$ cat src/rtl/muldiv_pkg.sv
// Shared encodings for the multi-cycle multiply/divide unit: operation codes,
// FSM states and small op-decode helpers.
package muldiv_pkg;

  typedef enum logic [1:0] {
    OP_MULT  = 2'd0,
    OP_MULTU = 2'd1,
    OP_DIV   = 2'd2,
    OP_DIVU  = 2'd3
  } op_e;

  typedef enum logic [1:0] {
    ST_IDLE = 2'd0,
    ST_CALC = 2'd1,
    ST_FIX  = 2'd2,
    ST_EXC  = 2'd3
  } state_e;

  function automatic logic is_div(input op_e op);
    return op[1];
  endfunction

  function automatic logic is_signed_op(input op_e op);
    return ~op[0];
  endfunction

endpackage

$ cat src/rtl/muldiv_unit_cond_negate.sv
// Conditional two's-complement: passes the value through, or negates it when
// i_neg is set. Used for operand magnitudes and for the final sign correction.
module cond_negate #(
  parameter int W = 32
) (
  input  logic [W-1:0] i_val,
  input  logic         i_neg,
  output logic [W-1:0] o_val
);

  assign o_val = i_neg ? (~i_val + W'(1)) : i_val;

endmodule

$ cat src/rtl/muldiv_unit.sv
// Multi-cycle signed/unsigned multiply and restoring divide with HI/LO results.
// Optional macro MULDIV_EARLY_OUT_EN ends multiplies once the multiplier is exhausted.
module muldiv_unit
  import muldiv_pkg::*;
#(
  parameter int WIDTH = 32
) (
  input  logic             clk,
  input  logic             reset,
  input  logic             start,
  input  logic [1:0]       op,
  input  logic [WIDTH-1:0] a,
  input  logic [WIDTH-1:0] b,
  output logic             busy,
  output logic             done,
  output logic             div_zero,
  output logic [WIDTH-1:0] hi,
  output logic [WIDTH-1:0] lo
);

  localparam int CW = $clog2(WIDTH + 1);

  state_e               r_state, w_next;
  logic [CW-1:0]        r_cnt;
  logic                 r_is_div, r_neg_lo, r_neg_hi;
  logic [2*WIDTH-1:0]   r_mcand, r_acc;
  logic [WIDTH-1:0]     r_mplier;
  logic [WIDTH:0]       r_rem;
  logic                 r_busy, r_done, r_div_zero;
  logic [WIDTH-1:0]     r_hi, r_lo;

  op_e                  w_op;
  logic                 w_sgn, w_last, w_fits, w_eo_start, w_eo_calc;
  logic [WIDTH-1:0]     w_a_mag, w_b_mag, w_quo, w_rem, w_keep;
  logic [WIDTH:0]       w_diff;
  logic [2*WIDTH-1:0]   w_prod;

  assign w_op  = op_e'(op);
  assign w_sgn = is_signed_op(w_op);

  cond_negate #(.W(WIDTH)) u_neg_a (
    .i_val(a), .i_neg(w_sgn & a[WIDTH-1]), .o_val(w_a_mag)
  );
  cond_negate #(.W(WIDTH)) u_neg_b (
    .i_val(b), .i_neg(w_sgn & b[WIDTH-1]), .o_val(w_b_mag)
  );
  cond_negate #(.W(2*WIDTH)) u_neg_prod (
    .i_val(r_acc), .i_neg(r_neg_lo), .o_val(w_prod)
  );
  cond_negate #(.W(WIDTH)) u_neg_quo (
    .i_val(r_mplier), .i_neg(r_neg_lo), .o_val(w_quo)
  );
  cond_negate #(.W(WIDTH)) u_neg_rem (
    .i_val(r_rem[WIDTH:1]), .i_neg(r_neg_hi), .o_val(w_rem)
  );

  // r_rem holds the shifted partial remainder; the low bit is the next dividend bit.
  assign w_diff = r_rem - {1'b0, r_mcand[WIDTH-1:0]};
  assign w_fits = ~w_diff[WIDTH];
  assign w_keep = w_fits ? w_diff[WIDTH-1:0] : r_rem[WIDTH-1:0];
  assign w_last = (r_cnt == CW'(WIDTH - 1));

`ifdef MULDIV_EARLY_OUT_EN
  assign w_eo_start = !is_div(w_op) && (w_b_mag == '0);
  assign w_eo_calc  = !r_is_div && ((r_mplier >> 1) == '0);
`else
  assign w_eo_start = 1'b0;
  assign w_eo_calc  = 1'b0;
`endif

  // NOTE: every combinational output gets a default first so no path infers a latch.
  always_comb begin
    w_next = r_state;
    unique case (r_state)
      ST_IDLE: begin
        if (start) begin
          if (is_div(w_op) && (b == '0)) w_next = ST_EXC;
          else if (w_eo_start)           w_next = ST_FIX;
          else                           w_next = ST_CALC;
        end
      end
      ST_CALC: if (w_last || w_eo_calc) w_next = ST_FIX;
      ST_FIX:  w_next = ST_IDLE;
      ST_EXC:  w_next = ST_IDLE;
      default: w_next = ST_IDLE;
    endcase
  end

  // NOTE: state is updated with non-blocking assignments so every register sees pre-edge values.
  always_ff @(posedge clk or negedge reset) begin
    if (!reset) begin
      r_state    <= ST_IDLE;
      r_cnt      <= '0;
      r_busy     <= 1'b0;
      r_done     <= 1'b0;
      r_div_zero <= 1'b0;
      r_hi       <= '0;
      r_lo       <= '0;
    end else begin
      r_state    <= w_next;
      r_done     <= 1'b0;
      r_div_zero <= 1'b0;
      unique case (r_state)
        ST_IDLE: begin
          if (start) begin
            r_cnt  <= '0;
            r_busy <= 1'b1;
          end
        end
        ST_CALC: r_cnt <= r_cnt + CW'(1);
        ST_FIX: begin
          r_busy <= 1'b0;
          r_done <= 1'b1;
          if (r_is_div) begin
            r_hi <= w_rem;
            r_lo <= w_quo;
          end else begin
            {r_hi, r_lo} <= w_prod;
          end
        end
        ST_EXC: begin
          r_busy     <= 1'b0;
          r_done     <= 1'b1;
          r_div_zero <= 1'b1;
        end
        default: ;
      endcase
    end
  end

  // NOTE: datapath registers are always loaded before use, so they carry no reset.
  always_ff @(posedge clk) begin
    unique case (r_state)
      ST_IDLE: begin
        if (start) begin
          r_is_div <= is_div(w_op);
          r_neg_lo <= w_sgn & (a[WIDTH-1] ^ b[WIDTH-1]);
          r_neg_hi <= w_sgn & a[WIDTH-1];
          r_acc    <= '0;
          if (is_div(w_op)) begin
            r_mcand  <= {{WIDTH{1'b0}}, w_b_mag};
            r_mplier <= w_a_mag;
            r_rem    <= {{WIDTH{1'b0}}, w_a_mag[WIDTH-1]};
          end else begin
            r_mcand  <= {{WIDTH{1'b0}}, w_a_mag};
            r_mplier <= w_b_mag;
            r_rem    <= '0;
          end
        end
      end
      ST_CALC: begin
        if (r_is_div) begin
          r_rem    <= {w_keep, r_mplier[WIDTH-2]};
          r_mplier <= {r_mplier[WIDTH-2:0], w_fits};
        end else begin
          if (r_mplier[0]) r_acc <= r_acc + r_mcand;
          r_mcand  <= r_mcand << 1;
          r_mplier <= r_mplier >> 1;
        end
      end
      default: ;
    endcase
  end

  assign busy     = r_busy;
  assign done     = r_done;
  assign div_zero = r_div_zero;
  assign hi       = r_hi;
  assign lo       = r_lo;

endmodule

$ cat config.mk
export PLATFORM = sky130hd
export DESIGN_NAME = muldiv_unit
export DESIGN_NICKNAME = d
export VERILOG_FILES = /design/src/rtl/muldiv_pkg.sv /design/src/rtl/muldiv_unit_cond_negate.sv /design/src/rtl/muldiv_unit.sv
export SDC_FILE = /design/constraint.sdc
export NUM_CORES = 1
export LEC_CHECK = 0
export CAP_MARGIN = 10
export CORE_ASPECT_RATIO = 2
export CORE_MARGIN = 2
export CORE_UTILIZATION = 26
export CTS_BUF_LIST = sky130_fd_sc_hd__clkbuf_16
export DETAILED_ROUTE_END_ITERATION = 16
export GPL_ROUTABILITY_DRIVEN = 0
export SLEW_MARGIN = 20
export SYNTH_ARGS = -nofsm -noshare
export SYNTH_HDL_FRONTEND = slang
export SYNTH_HIERARCHICAL = 1
export SYNTH_SLANG_ARGS = --single-unit
$ cat constraint.sdc
create_clock -name clk -period 6.6 [get_ports clk]
set_input_delay 0.99 -clock clk [delete_from_list [all_inputs] [get_ports clk]]
set_output_delay 0.99 -clock clk [all_outputs]
set_load 0.02 [all_outputs]
## Word level (Yosys, flattened, before mapping)

Cells that the tools add are included.

- Register bits: 271
- Input port bits: 69
- Output and inout bits: 67
- Word-level logic and storage cells: 89

- $add $sub $neg: 8
- Eq/ne operators: 9
- Multiplexer cells: 34
- Bitwise logic cells: 11
- Reductions and logical operators: 13

Operators by type and width:

| operator | number |
|---|---|
| 64-bit two-way mux | 6 |
| 32-bit two-way mux | 11 |
| 64-bit one-hot mux with 2 select lines | 2 |
| 32-bit by 1-bit adder with 32-bit output (second input constant) | 4 |
| 32-bit NOT | 4 |
| 33-bit two-way mux | 2 |
| 33-bit one-hot mux with 2 select lines | 1 |
| 64-bit by 1-bit adder with 64-bit output (second input constant) | 1 |
| 64-bit adder | 1 |
| 64-bit NOT | 1 |
| 32-bit one-hot mux with 2 select lines | 1 |
| 33-bit by 32-bit subtractor with 33-bit output | 1 |
| 32-bit logical NOT | 1 |
| 6-bit one-hot mux with 2 select lines | 1 |
| 2-bit inequality test (second input constant) | 5 |
| 2-bit AND reduction | 4 |
| 6-bit by 1-bit adder with 6-bit output (second input constant) | 1 |
| 6-bit by 5-bit == test with 1-bit output (second input constant) | 1 |
| 2-bit two-way mux | 3 |
| 6-bit two-way mux | 1 |
| 2-bit one-hot mux with 3 select lines | 1 |
| 3-bit AND reduction | 2 |
| 2-bit == test (second input constant) | 2 |
| 1-bit two-way mux | 4 |
| other kinds (10) | 14 |

## Longest topological paths before layout

Gate-level depths: netlist (run 1).

- Depth after elaboration: 6
- Gate-level depth with buffers: 13
- Mapped depth without buffers: 12

## Modules after synthesis

The synthesis (run 1) kept the hierarchy.

By module, submodules not included:

| module | times used | cells each | area each (sq um) | seq. area each (sq um) |
|---|---|---|---|---|
| muldiv_unit | 1 | 1834 | 17772.0 | 7762.4 |
| cond_negate at u_neg_a ... | 4 | 99 | 777.0 | 0.0 |
| cond_negate at u_neg_prod | 1 | 206 | 1649.1 | 0.0 |

## Least setup slack after synthesis (run 1)

OpenSTA, ideal clock, no wires.

- Path kind: register -> register
- Start: register r_is_div
- End: register r_mcand[0], enable pin
- Setup time: 0.574 ns
- Arrival: 5.345 ns
- Required time: 6.026 ns
- Setup slack: 0.681 ns
- Cell stages (with the launch flop): 4
- Buffers on the path: 2
- Clock period less this slack: 5.919 ns
- Cell sequence: edfxtp_1 > clkbuf_1 > buf_1 > o21ai_0

- Word-level cells in the longest chain between the ends: 2

Ends and longest elaborated chain:

| item | line | RTL |
|---|---|---|
| start, declared | muldiv_unit.sv:25 | `logic r_is_div, r_neg_lo, r_neg_hi;` |
| start signal, assigned | muldiv_unit.sv:136 | `r_is_div <= is_div(w_op);` |
| 2-bit inequality test (no line) | -- |  |
| 3-bit AND reduction (no line) | -- |  |
| end signal, assigned | muldiv_unit.sv:141 | `r_mcand <= {{WIDTH{1'b0}}, w_b_mag};` |
| end signal, assigned | muldiv_unit.sv:145 | `r_mcand <= {{WIDTH{1'b0}}, w_a_mag};` |
| end signal, assigned | muldiv_unit.sv:157 | `r_mcand <= r_mcand << 1;` |
| end, declared | muldiv_unit.sv:26 | `logic [2*WIDTH-1:0] r_mcand, r_acc;` |

Every way passes these cells.
A chain may end at the register's enable or synchronous reset.

## Worst setup path in the final report (run 1)

- Start: register r_acc[0]
- End: register r_acc[60], data pin

- Word-level cells in the longest chain between the ends: 4

Ends and longest elaborated chain:

| item | line | RTL |
|---|---|---|
| start, declared | muldiv_unit.sv:26 |  |
| start signal, assigned | muldiv_unit.sv:156 | `if (r_mplier[0]) r_acc <= r_acc + r_mcand;` |
| 64-bit adder | muldiv_unit.sv:156 |  |
| 64-bit two-way mux | muldiv_unit.sv:156 |  |
| 64-bit two-way mux | muldiv_unit.sv:152 | `if (r_is_div) begin` |
| 64-bit one-hot mux with 2 select lines | muldiv_unit.sv:133 | `unique case (r_state)` |

Every way passes these cells. The select of a mux whose other input is x is not followed.

==> impl_metrics.prom, run 1 <==
# TYPE chip_impl_metric gauge
chip_impl_metric{name="antenna-diode-count",unit=""} 0
chip_impl_metric{name="timing_worst_slew_pin_value",unit="ps"} 1030
chip_impl_info{name="crit_path_end_kind",value="register"} 1
chip_impl_metric{name="synthesis.yosys.warnings",unit=""} 6
chip_impl_metric{name="via_density_per_instance",unit=""} 5.20
chip_impl_metric{name="hold_violations",unit=""} 0
chip_impl_metric{name="final.setup.tns",unit="ps"} 0
chip_impl_metric{name="whs",unit="ps"} 327
chip_impl_metric{name="detail_route.first_pass.iterations",unit=""} 5
chip_impl_metric{name="max_slew_margin",unit=""} 0.311
chip_impl_metric{name="critical_path.max_fanout",unit=""} 6
chip_impl_metric{name="cts_post_setup_buffers_inserted",unit=""} 0
chip_impl_info{name="yosys_most_used_dff",value="sky130_fd_sc_hd__edfxtp_1"} 1
chip_impl_info{name="cts_tree",value="built"} 1
chip_impl_metric{name="die_area",unit="µm²"} 89200
chip_impl_metric{name="drc_errors",unit=""} 0
chip_impl_metric{name="synthCells",unit=""} 2436
chip_impl_metric{name="io_buffer_count",unit=""} 135
chip_impl_info{name="regToRegStartpoint",value="r_acc[0]$_SDFFCE_PN0P_"} 1
chip_impl_metric{name="clock_latency",unit="ps"} 600
chip_impl_metric{name="core",unit="µm²"} 85800
chip_impl_metric{name="clk_pin_slew",unit="ps"} 70
chip_impl_metric{name="slew_violations",unit=""} 0
chip_impl_info{name="run_status",value="finished clean"} 1
chip_impl_metric{name="final_antenna_net_count",unit=""} 0
chip_impl_metric{name="placed_cells_incl_taps",unit=""} 3619
chip_impl_metric{name="cts_resized",unit=""} 0
chip_impl_metric{name="ctsHtreeMaxLevel",unit=""} 1
chip_impl_metric{name="total_leakage_power",unit="nW"} 9.63
chip_impl_metric{name="numCtsBuffers",unit=""} 28
chip_impl_metric{name="max_cap_check_violation_count",unit=""} 0
chip_impl_info{name="critical_path.startpoint",value="r_acc[0]$_SDFFCE_PN0P_"} 1
chip_impl_metric{name="cts.path.max_buffers",unit=""} 3
chip_impl_metric{name="count_of_hold_fix_buffers_inserted_at_cts",unit=""} 0
chip_impl_metric{name="detailedPlacementHpwl",unit="mm"} 61.9
chip_impl_metric{name="final_worst_path_period_share",unit=""} 0.613
chip_impl_metric{name="row_count",unit=""} 152
chip_impl_metric{name="grt_util_all_layers",unit=""} 0.173
chip_impl_metric{name="area_delta_synth_final",unit="%"} 14.9
chip_impl_metric{name="yosysUniqueCellTypes",unit=""} 96
chip_impl_metric{name="worst-endpoint-required",unit="ps"} 6960
chip_impl_metric{name="syn_avg_cell_area",unit="µm²"} 9.25
chip_impl_metric{name="ir_worst_vdd",unit="mV"} 0.293
chip_impl_metric{name="seq_area_frac_synth",unit=""} 0.345
chip_impl_metric{name="grt_pass1_vias",unit=""} 19214
chip_impl_info{name="clock-root-buffer",value="sky130_fd_sc_hd__clkbuf_16"} 1
chip_impl_metric{name="synth_edf_count",unit=""} 196
chip_impl_metric{name="power_density",unit="nW/µm²"} 570
chip_impl_info{name="cp_max_delay_cell",value="sky130_fd_sc_hd__edfxtp_1"} 1
chip_impl_info{name="grt_setup_unrepaired",value="no"} 1
chip_impl_metric{name="number_of_cells_in_the_finished_layout_apart_from_fillers",unit=""} 3671
chip_impl_metric{name="wire_length_of_the_first_global_routing_pass",unit="mm"} 116
chip_impl_metric{name="antenna_found_initial",unit=""} 0
chip_impl_metric{name="maximum_number_of_pins_on_one_net_before_global_route_repair",unit=""} 106
chip_impl_metric{name="layout.nets",unit=""} 2666
chip_impl_metric{name="num_io_pins",unit=""} 136
chip_impl_metric{name="initial_utilization",unit=""} 0.263
chip_impl_metric{name="finalWorstPathRequiredPeriod",unit="ps"} 4040
chip_impl_metric{name="timing.critical_path.arrival",unit="ps"} 4410
chip_impl_metric{name="synth_async_sr_flop_share",unit=""} 0.277
chip_impl_metric{name="die-height",unit="µm"} 420
chip_impl_metric{name="die_width",unit="µm"} 212
chip_impl_metric{name="post_synth_instance_area",unit="µm²"} 22500
chip_impl_metric{name="setup_viol_count_final",unit=""} 0
chip_impl_metric{name="postLayoutCoreUtil",unit=""} 0.302
chip_impl_metric{name="detail_route.iter0.violations",unit=""} 1043
chip_impl_metric{name="synth-seq-cells",unit=""} 271
chip_impl_metric{name="fin_skew",unit="ps"} 16.6
chip_impl_metric{name="critPathMaxStageDelay",unit="ps"} 500
chip_impl_info{name="timing_worst_setup_path_type",value="reg2reg"} 1
chip_impl_metric{name="synthesis.nets",unit=""} 2608
chip_impl_metric{name="grt_remaining_overflow",unit=""} 0
chip_impl_metric{name="power",unit="mW"} 14.8
chip_impl_info{name="timing.critical_path.cells",value="ha_1 > fa_1 > a21o_1 > a311oi_1 > o21ai_0 > o211ai_1 > a21oi_1 > nor2_1 > o211ai_1 > a21oi_1 > mux2_2"} 1
chip_impl_info{name="setup.worst_path.start_class",value="register"} 1
chip_impl_metric{name="finalWirelength",unit="mm"} 78.1
chip_impl_metric{name="max_freq",unit="GHz"} 0.247
chip_impl_metric{name="via_count",unit=""} 19097
chip_impl_info{name="hold_path_class",value="in2async"} 1
chip_impl_metric{name="clock_sink_count",unit=""} 271
chip_impl_metric{name="drive_gt1_frac",unit=""} 0.0743
chip_impl_metric{name="routed_wire_length_per_instance",unit="µm"} 21.3
layout make-up:
class	instances	area, µm²
clock buffer	29	726
clock inverter	23	189
fill	9037	59900
inverter	67	251
multi-input combinational	1971	14000
sequential	271	7760
tap	1155	1450
timing repair buffer	155	1510
cell families (layout without fill, tap and decap cells):
group | Yosys count | in the layout | share of synthesized area
AOI/OAI and AO/OA | 675 | 675 | 0.200
xor gates and xnor gates | 259 | 259 | 0.102
adders and majority gates | 103 | 103 | 0.0579
buffers and inverters | 194 | 274 | 0.0353
DFF | 271 | 271 | 0.345
muxes | 163 | 163 | 0.0727
and+or+nand+nor | 771 | 771 | 0.188
critical path, delay by kind of cell, from the launching register on:
family | cells | cell delay [ps]
adder cells (fa/ha/maj) | 2 | 680
AO/OA/AOI/OAI | 7 | 1790
multiplexers | 1 | 350
AND/OR/NAND/NOR | 1 | 480
flip-flops | 1 | 500
power by group:
part	switching (mW)	internal, mW
sequential	1.07	3.09
clock	0.785	0.885
combinational	5.40	3.55
layout by cell type, fill, tap and decap left out, types with 9 or more instances in the layout:
cell,instances
sky130_fd_sc_hd__nand2_1,259
sky130_fd_sc_hd__xnor2_1,224
sky130_fd_sc_hd__o21ai_0,212
sky130_fd_sc_hd__edfxtp_1,196
sky130_fd_sc_hd__mux2i_1,161
sky130_fd_sc_hd__a21oi_1,150
sky130_fd_sc_hd__nor2_1,144
sky130_fd_sc_hd__clkdlybuf4s50_1,133
sky130_fd_sc_hd__ha_1,101
sky130_fd_sc_hd__dfrtp_1,75
sky130_fd_sc_hd__inv_1,70
sky130_fd_sc_hd__o31ai_1,63
sky130_fd_sc_hd__a21o_1,53
sky130_fd_sc_hd__nor2b_1,43
sky130_fd_sc_hd__nand3_1,42
sky130_fd_sc_hd__and2_1,42
sky130_fd_sc_hd__nand4_1,40
sky130_fd_sc_hd__a211oi_1,36
sky130_fd_sc_hd__xor2_1,34
sky130_fd_sc_hd__nand2b_1,31
sky130_fd_sc_hd__o41ai_1,30
sky130_fd_sc_hd__clkbuf_16,29
sky130_fd_sc_hd__nor3_1,21
sky130_fd_sc_hd__nor4_1,21
sky130_fd_sc_hd__o41ai_2,21
sky130_fd_sc_hd__buf_4,21
sky130_fd_sc_hd__o21bai_1,18
sky130_fd_sc_hd__or3_1,18
sky130_fd_sc_hd__nor4_4,17
sky130_fd_sc_hd__or2_2,13
sky130_fd_sc_hd__o21a_1,10
sky130_fd_sc_hd__or4_1,10
sky130_fd_sc_hd__and3_1,9
sky130_fd_sc_hd__a31oi_1,9
cells in the mapped netlist, types with 7 or more instances:
| library cell | number | area, µm² |
|---|---|---|
| sky130_fd_sc_hd__o21bai_1 | 18 | 135 |
| sky130_fd_sc_hd__a31oi_1 | 9 | 56.3 |
| sky130_fd_sc_hd__nor4_4 | 17 | 362 |
| sky130_fd_sc_hd__xnor2_1 | 224 | 1960 |
| sky130_fd_sc_hd__or3_1 | 18 | 113 |
| sky130_fd_sc_hd__and2_1 | 42 | 263 |
| sky130_fd_sc_hd__a211oi_1 | 36 | 270 |
| sky130_fd_sc_hd__nor2_1 | 144 | 541 |
| sky130_fd_sc_hd__nand4_1 | 40 | 250 |
| sky130_fd_sc_hd__ha_1 | 101 | 1260 |
| sky130_fd_sc_hd__o21a_1 | 10 | 75.1 |
| sky130_fd_sc_hd__a21oi_1 | 150 | 751 |
| sky130_fd_sc_hd__o41ai_1 | 30 | 263 |
| sky130_fd_sc_hd__nor2b_1 | 46 | 288 |
| sky130_fd_sc_hd__edfxtp_1 | 196 | 5890 |
| sky130_fd_sc_hd__nand2b_1 | 33 | 206 |
| sky130_fd_sc_hd__dfrtp_1 | 75 | 1880 |
| sky130_fd_sc_hd__o211ai_1 | 8 | 60.1 |
| sky130_fd_sc_hd__nand2_1 | 260 | 976 |
| sky130_fd_sc_hd__clkbuf_1 | 88 | 330 |
| sky130_fd_sc_hd__o41ai_2 | 21 | 342 |
| sky130_fd_sc_hd__o21ai_0 | 213 | 1070 |
| sky130_fd_sc_hd__buf_1 | 20 | 75.1 |
| sky130_fd_sc_hd__nor3_1 | 21 | 105 |
| sky130_fd_sc_hd__or4_4 | 7 | 78.8 |
| sky130_fd_sc_hd__buf_2 | 8 | 40.0 |
| sky130_fd_sc_hd__inv_1 | 67 | 251 |
| sky130_fd_sc_hd__a21o_1 | 53 | 398 |
| sky130_fd_sc_hd__nor4_1 | 21 | 131 |
| sky130_fd_sc_hd__mux2i_1 | 161 | 1610 |
| sky130_fd_sc_hd__nand3_1 | 42 | 210 |
| sky130_fd_sc_hd__or2_2 | 13 | 81.3 |
| sky130_fd_sc_hd__or2b_1 | 8 | 60.1 |
| sky130_fd_sc_hd__o21ai_1 | 7 | 35.0 |
| sky130_fd_sc_hd__xor2_1 | 34 | 298 |
| sky130_fd_sc_hd__and3_1 | 9 | 56.3 |
| sky130_fd_sc_hd__o31ai_1 | 63 | 473 |
| sky130_fd_sc_hd__or4_1 | 10 | 75.1 |
worst paths after layout:
check | endpoint | slack, ps | cells past startpoint
setup reg to reg | r_acc[60]$_SDFFCE_PN0P_ | 2560 | 11
setup / recovery | r_acc[60]$_SDFFCE_PN0P_ | 2560 | 11
min in group clk | lo[28]$_DFFE_PN0N_ | 480 | 2
max in group asynchronous | hi[10]$_DFFE_PN0N_ | 5220 | 2
hold / removal | lo[18]$_DFFE_PN0N_ | 330 | 1
hold reg to reg | lo[28]$_DFFE_PN0N_ | 480 | 2
metrics by stage:
stage               worst slack (ps)  instance area [µm²]
global placement                2550                25000
finish                          2560                25900
global route                    2400                25900
CTS                             2560                25900
detailed placement              2520                25000
floorplan                        681                22500
layer usage:
| layer | track usage | part of all wire |
|---|---|---|
| met5 | 0 | 0 |
| met3 | 0.0169 | 0.039 |
| met4 | 0.160 | 0.11 |
| met1 | 0.169 | 0.35 |
| met2 | 0.316 | 0.51 |
state kept, by name (all words and copies together), names as in the netlist:
| signal | count |
|---|---|
| r_rem | 33 |
| r_neg_lo | 1 |
| r_acc | 64 |
| done | 1 |
| r_mplier | 32 |
| busy | 1 |
| hi | 32 |
| r_state | 2 |
| r_neg_hi | 1 |
| r_cnt | 6 |
| div_zero | 1 |
| r_mcand | 64 |
| lo | 32 |
| r_is_div | 1 |
Note: power is estimated with default switching activity, not from simulation.
==> run 2, diff against run 1 <==
Clock period 6.6 ns to 3.7 ns, I/O delays scaled along.
==> impl_metrics.prom, run 2 (synthesis gave the netlist of run 1 again) <==
# TYPE chip_impl_metric gauge
chip_impl_info{name="run_status",value="finished clean"} 1
chip_impl_info{name="setup.worst_path.start_class",value="register"} 1
chip_impl_info{name="regToRegStartpoint",value="r_mcand[17]$_DFFE_PP_"} 1
chip_impl_metric{name="placement.setup.worst_slack",unit="ps"} 57.4
chip_impl_metric{name="core",unit="µm²"} 85800
chip_impl_metric{name="detailedPlacementHpwl",unit="mm"} 63.5
chip_impl_metric{name="min_path_cells",unit=""} 1
chip_impl_info{name="cts_tree",value="built"} 1
chip_impl_info{name="grt_setup_unrepaired",value="no"} 1
chip_impl_metric{name="critical_path.max_fanout",unit=""} 6
chip_impl_metric{name="setup_viol_count_final",unit=""} 0
chip_impl_metric{name="layout.nets",unit=""} 2749
chip_impl_metric{name="ctsHtreeMaxLevel",unit=""} 1
chip_impl_metric{name="cts_post_setup_buffers_inserted",unit=""} 0
chip_impl_metric{name="wire_length_of_the_first_global_routing_pass",unit="mm"} 118
chip_impl_metric{name="finalWirelength",unit="mm"} 79.7
chip_impl_metric{name="multiInputGateArea",unit="µm²"} 14000
chip_impl_metric{name="final_critical_path_setup_slack",unit="ps"} 91.8
chip_impl_info{name="hold-path-endpoint",value="r_is_div$_DFFE_PP_"} 1
chip_impl_metric{name="worst-endpoint-required",unit="ps"} 4030
chip_impl_metric{name="max_freq",unit="GHz"} 0.277
chip_impl_metric{name="placed_cells_incl_taps",unit=""} 3701
chip_impl_metric{name="maximum_number_of_pins_on_one_net_before_global_route_repair",unit=""} 106
chip_impl_metric{name="max_slew_margin",unit=""} 0.301
chip_impl_info{name="top_regs",value="r_acc: 64 flops, r_mcand: 64 flops, r_rem: 33 flops"} 1
chip_impl_metric{name="timing.critical_path.arrival",unit="ps"} 3940
chip_impl_metric{name="clock_latency",unit="ps"} 610
chip_impl_metric{name="drive_gt1_frac",unit=""} 0.107
chip_impl_metric{name="initial_utilization",unit=""} 0.263
chip_impl_metric{name="routed_wire_length_per_instance",unit="µm"} 21.2
chip_impl_metric{name="final_worst_path_period_share",unit=""} 0.975
chip_impl_metric{name="total_leakage_power",unit="nW"} 10.1
chip_impl_metric{name="postPlaceCellArea",unit="µm²"} 25700
chip_impl_metric{name="power_density",unit="nW/µm²"} 1030
chip_impl_info{name="clock-root-buffer",value="sky130_fd_sc_hd__clkbuf_16"} 1
chip_impl_metric{name="fin_skew",unit="ps"} 24.9
chip_impl_metric{name="clk_pin_slew",unit="ps"} 80
chip_impl_metric{name="antenna_found_initial",unit=""} 0
chip_impl_metric{name="detail_route.iter0.violations",unit=""} 971
chip_impl_metric{name="ir_worst_vdd",unit="mV"} 0.465
chip_impl_metric{name="grt_util_all_layers",unit=""} 0.177
chip_impl_metric{name="grt_use_met2",unit=""} 0.337
chip_impl_metric{name="met1_usage",unit=""} 0.169
chip_impl_info{name="hold_path_class",value="in2reg"} 1
chip_impl_metric{name="die-height",unit="µm"} 420
chip_impl_metric{name="whs",unit="ps"} 440
chip_impl_info{name="mostFrequentLayoutCell",value="sky130_fd_sc_hd__nand2_1"} 1
chip_impl_metric{name="area.sequential",unit="µm²"} 7760
chip_impl_metric{name="die_area",unit="µm²"} 89200
chip_impl_metric{name="clock_sink_count",unit=""} 271
chip_impl_metric{name="area_delta_synth_final",unit="%"} 18.6
chip_impl_metric{name="final.setup.tns",unit="ps"} 0
chip_impl_metric{name="drc_errors",unit=""} 0
chip_impl_metric{name="cell_depth_of_the_worst_flop_to_flop_path",unit=""} 10
chip_impl_metric{name="io_buffer_count",unit=""} 135
chip_impl_info{name="crit_path_end_kind",value="register"} 1
chip_impl_metric{name="antenna-diode-count",unit=""} 0
chip_impl_metric{name="post-route-cell-area",unit="µm²"} 26700
chip_impl_metric{name="finalWorstPathRequiredPeriod",unit="ps"} 3610
chip_impl_metric{name="detail_route.first_pass.iterations",unit=""} 5
chip_impl_info{name="mostFrequentLayoutCells",value="sky130_fd_sc_hd__nand2_1, sky130_fd_sc_hd__xnor2_1, sky130_fd_sc_hd__o21ai_0"} 1
chip_impl_metric{name="global_route.usage.met3",unit=""} 0.0168
chip_impl_info{name="hold_path_startpoint",value="op[1]"} 1
chip_impl_info{name="timing_worst_setup_path_type",value="reg2reg"} 1
chip_impl_metric{name="max_cap_check_violation_count",unit=""} 0
chip_impl_metric{name="hold_violations",unit=""} 0
chip_impl_metric{name="numCtsBuffers",unit=""} 28
chip_impl_metric{name="timing_worst_slew_pin_value",unit="ps"} 1050
chip_impl_metric{name="die_width",unit="µm"} 212
chip_impl_metric{name="cts.path.max_buffers",unit=""} 3
chip_impl_metric{name="grt_pass1_vias",unit=""} 19507
chip_impl_metric{name="final_antenna_net_count",unit=""} 0
chip_impl_metric{name="rrSetupSlack",unit="ps"} 90
chip_impl_metric{name="fillerInstances",unit=""} 9009
chip_impl_metric{name="number_of_cells_in_the_finished_layout_apart_from_fillers",unit=""} 3754
chip_impl_metric{name="via_count",unit=""} 19298
chip_impl_metric{name="num_io_pins",unit=""} 136
chip_impl_metric{name="row_count",unit=""} 152
chip_impl_metric{name="via_density_per_instance",unit=""} 5.14
chip_impl_info{name="endpoint_of_the_most_critical_register_to_register_path",value="r_acc[61]$_SDFFCE_PN0P_"} 1
chip_impl_info{name="grt_busiest_layer",value="met2"} 1
chip_impl_metric{name="grt_remaining_overflow",unit=""} 0
chip_impl_metric{name="slew_violations",unit=""} 0
## run 2: changes by cell type in the layout (fill, tap and decap cells not counted), sizes merged
cell and change:
clkinv -2, dlygate4sd3 +1, buf +82, clkbuf +3
inv -1
## run 2: how the worst max path moves through the flow
stage | depth (start not counted) | start | endpoint
after floorplan | 11 | r_acc[0]$_SDFFCE_PN0P_ | r_acc[60]$_SDFFCE_PN0P_
after global placement | 11 | r_mcand[0]$_SDFFCE_PP0P_ | r_acc[60]$_SDFFCE_PN0P_
after detailed placement | 10 | r_mcand[17]$_DFFE_PP_ | r_acc[61]$_SDFFCE_PN0P_
after CTS | 10 | r_mcand[17]$_DFFE_PP_ | r_acc[61]$_SDFFCE_PN0P_
after global routing | 11 | r_acc[1]$_SDFFCE_PN0P_ | r_acc[61]$_SDFFCE_PN0P_
final | 10 | r_mcand[17]$_DFFE_PP_ | r_acc[61]$_SDFFCE_PN0P_
## run 2: power breakdown
part	internal [mW]	total [mW]	leakage [nW]	switching, mW
combinational	7.06	17.2	6.67	10.1
sequential	5.50	7.12	2.95	1.62
clock	1.73	3.16	0.488	1.43
total	14.3	27.5	10.1	13.2
## run 2: repair_timing
| action | CTS | global route |
|---|---|---|
| hold buffers | 1 | 0 |
| endpoints found under the setup margin | 0 | 7 |
| gates resized for setup | 0 | 4 |
| hold endpoints to repair | 35 | 0 |
## run 2: per-stage QoR
step | total power, mW | util
after detailed placement | 24.1 | 0.300
after global placement | 23.9 | 0.300
after CTS | 27.4 | 0.311
final | 27.5 | 0.312
after floorplan | 18.5 | -
after global routing | 29.3 | 0.312
## run 2: worst max-delay path, stage by stage, from the launching register on
cell and delay [ps]:
sky130_fd_sc_hd__edfxtp_1 510, sky130_fd_sc_hd__ha_1 450, sky130_fd_sc_hd__nand4_1 300, sky130_fd_sc_hd__or2_2 380, sky130_fd_sc_hd__a31oi_2 330, sky130_fd_sc_hd__a211oi_2 210
sky130_fd_sc_hd__a311oi_4 370, sky130_fd_sc_hd__a21oi_1 120, sky130_fd_sc_hd__buf_4 170, sky130_fd_sc_hd__o41ai_2 350, sky130_fd_sc_hd__mux2i_1 120
## run 2: final cells by class
class,instances,share of cell area
Multi-Input combinational cell,1971,0.525
Sequential cell,271,0.290
Timing Repair Buffer,238,0.0836
Tap cell,1155,0.0541
Clock buffer,32,0.0300
Inverter,67,0.00941
Clock inverter,20,0.00740
## run 2: per-layer routing
metal  up-vias  share of wire
met5         -              0
met4         0          0.095
met3       236          0.040
met2       565           0.53
met1      9235           0.34
li1       9262              -
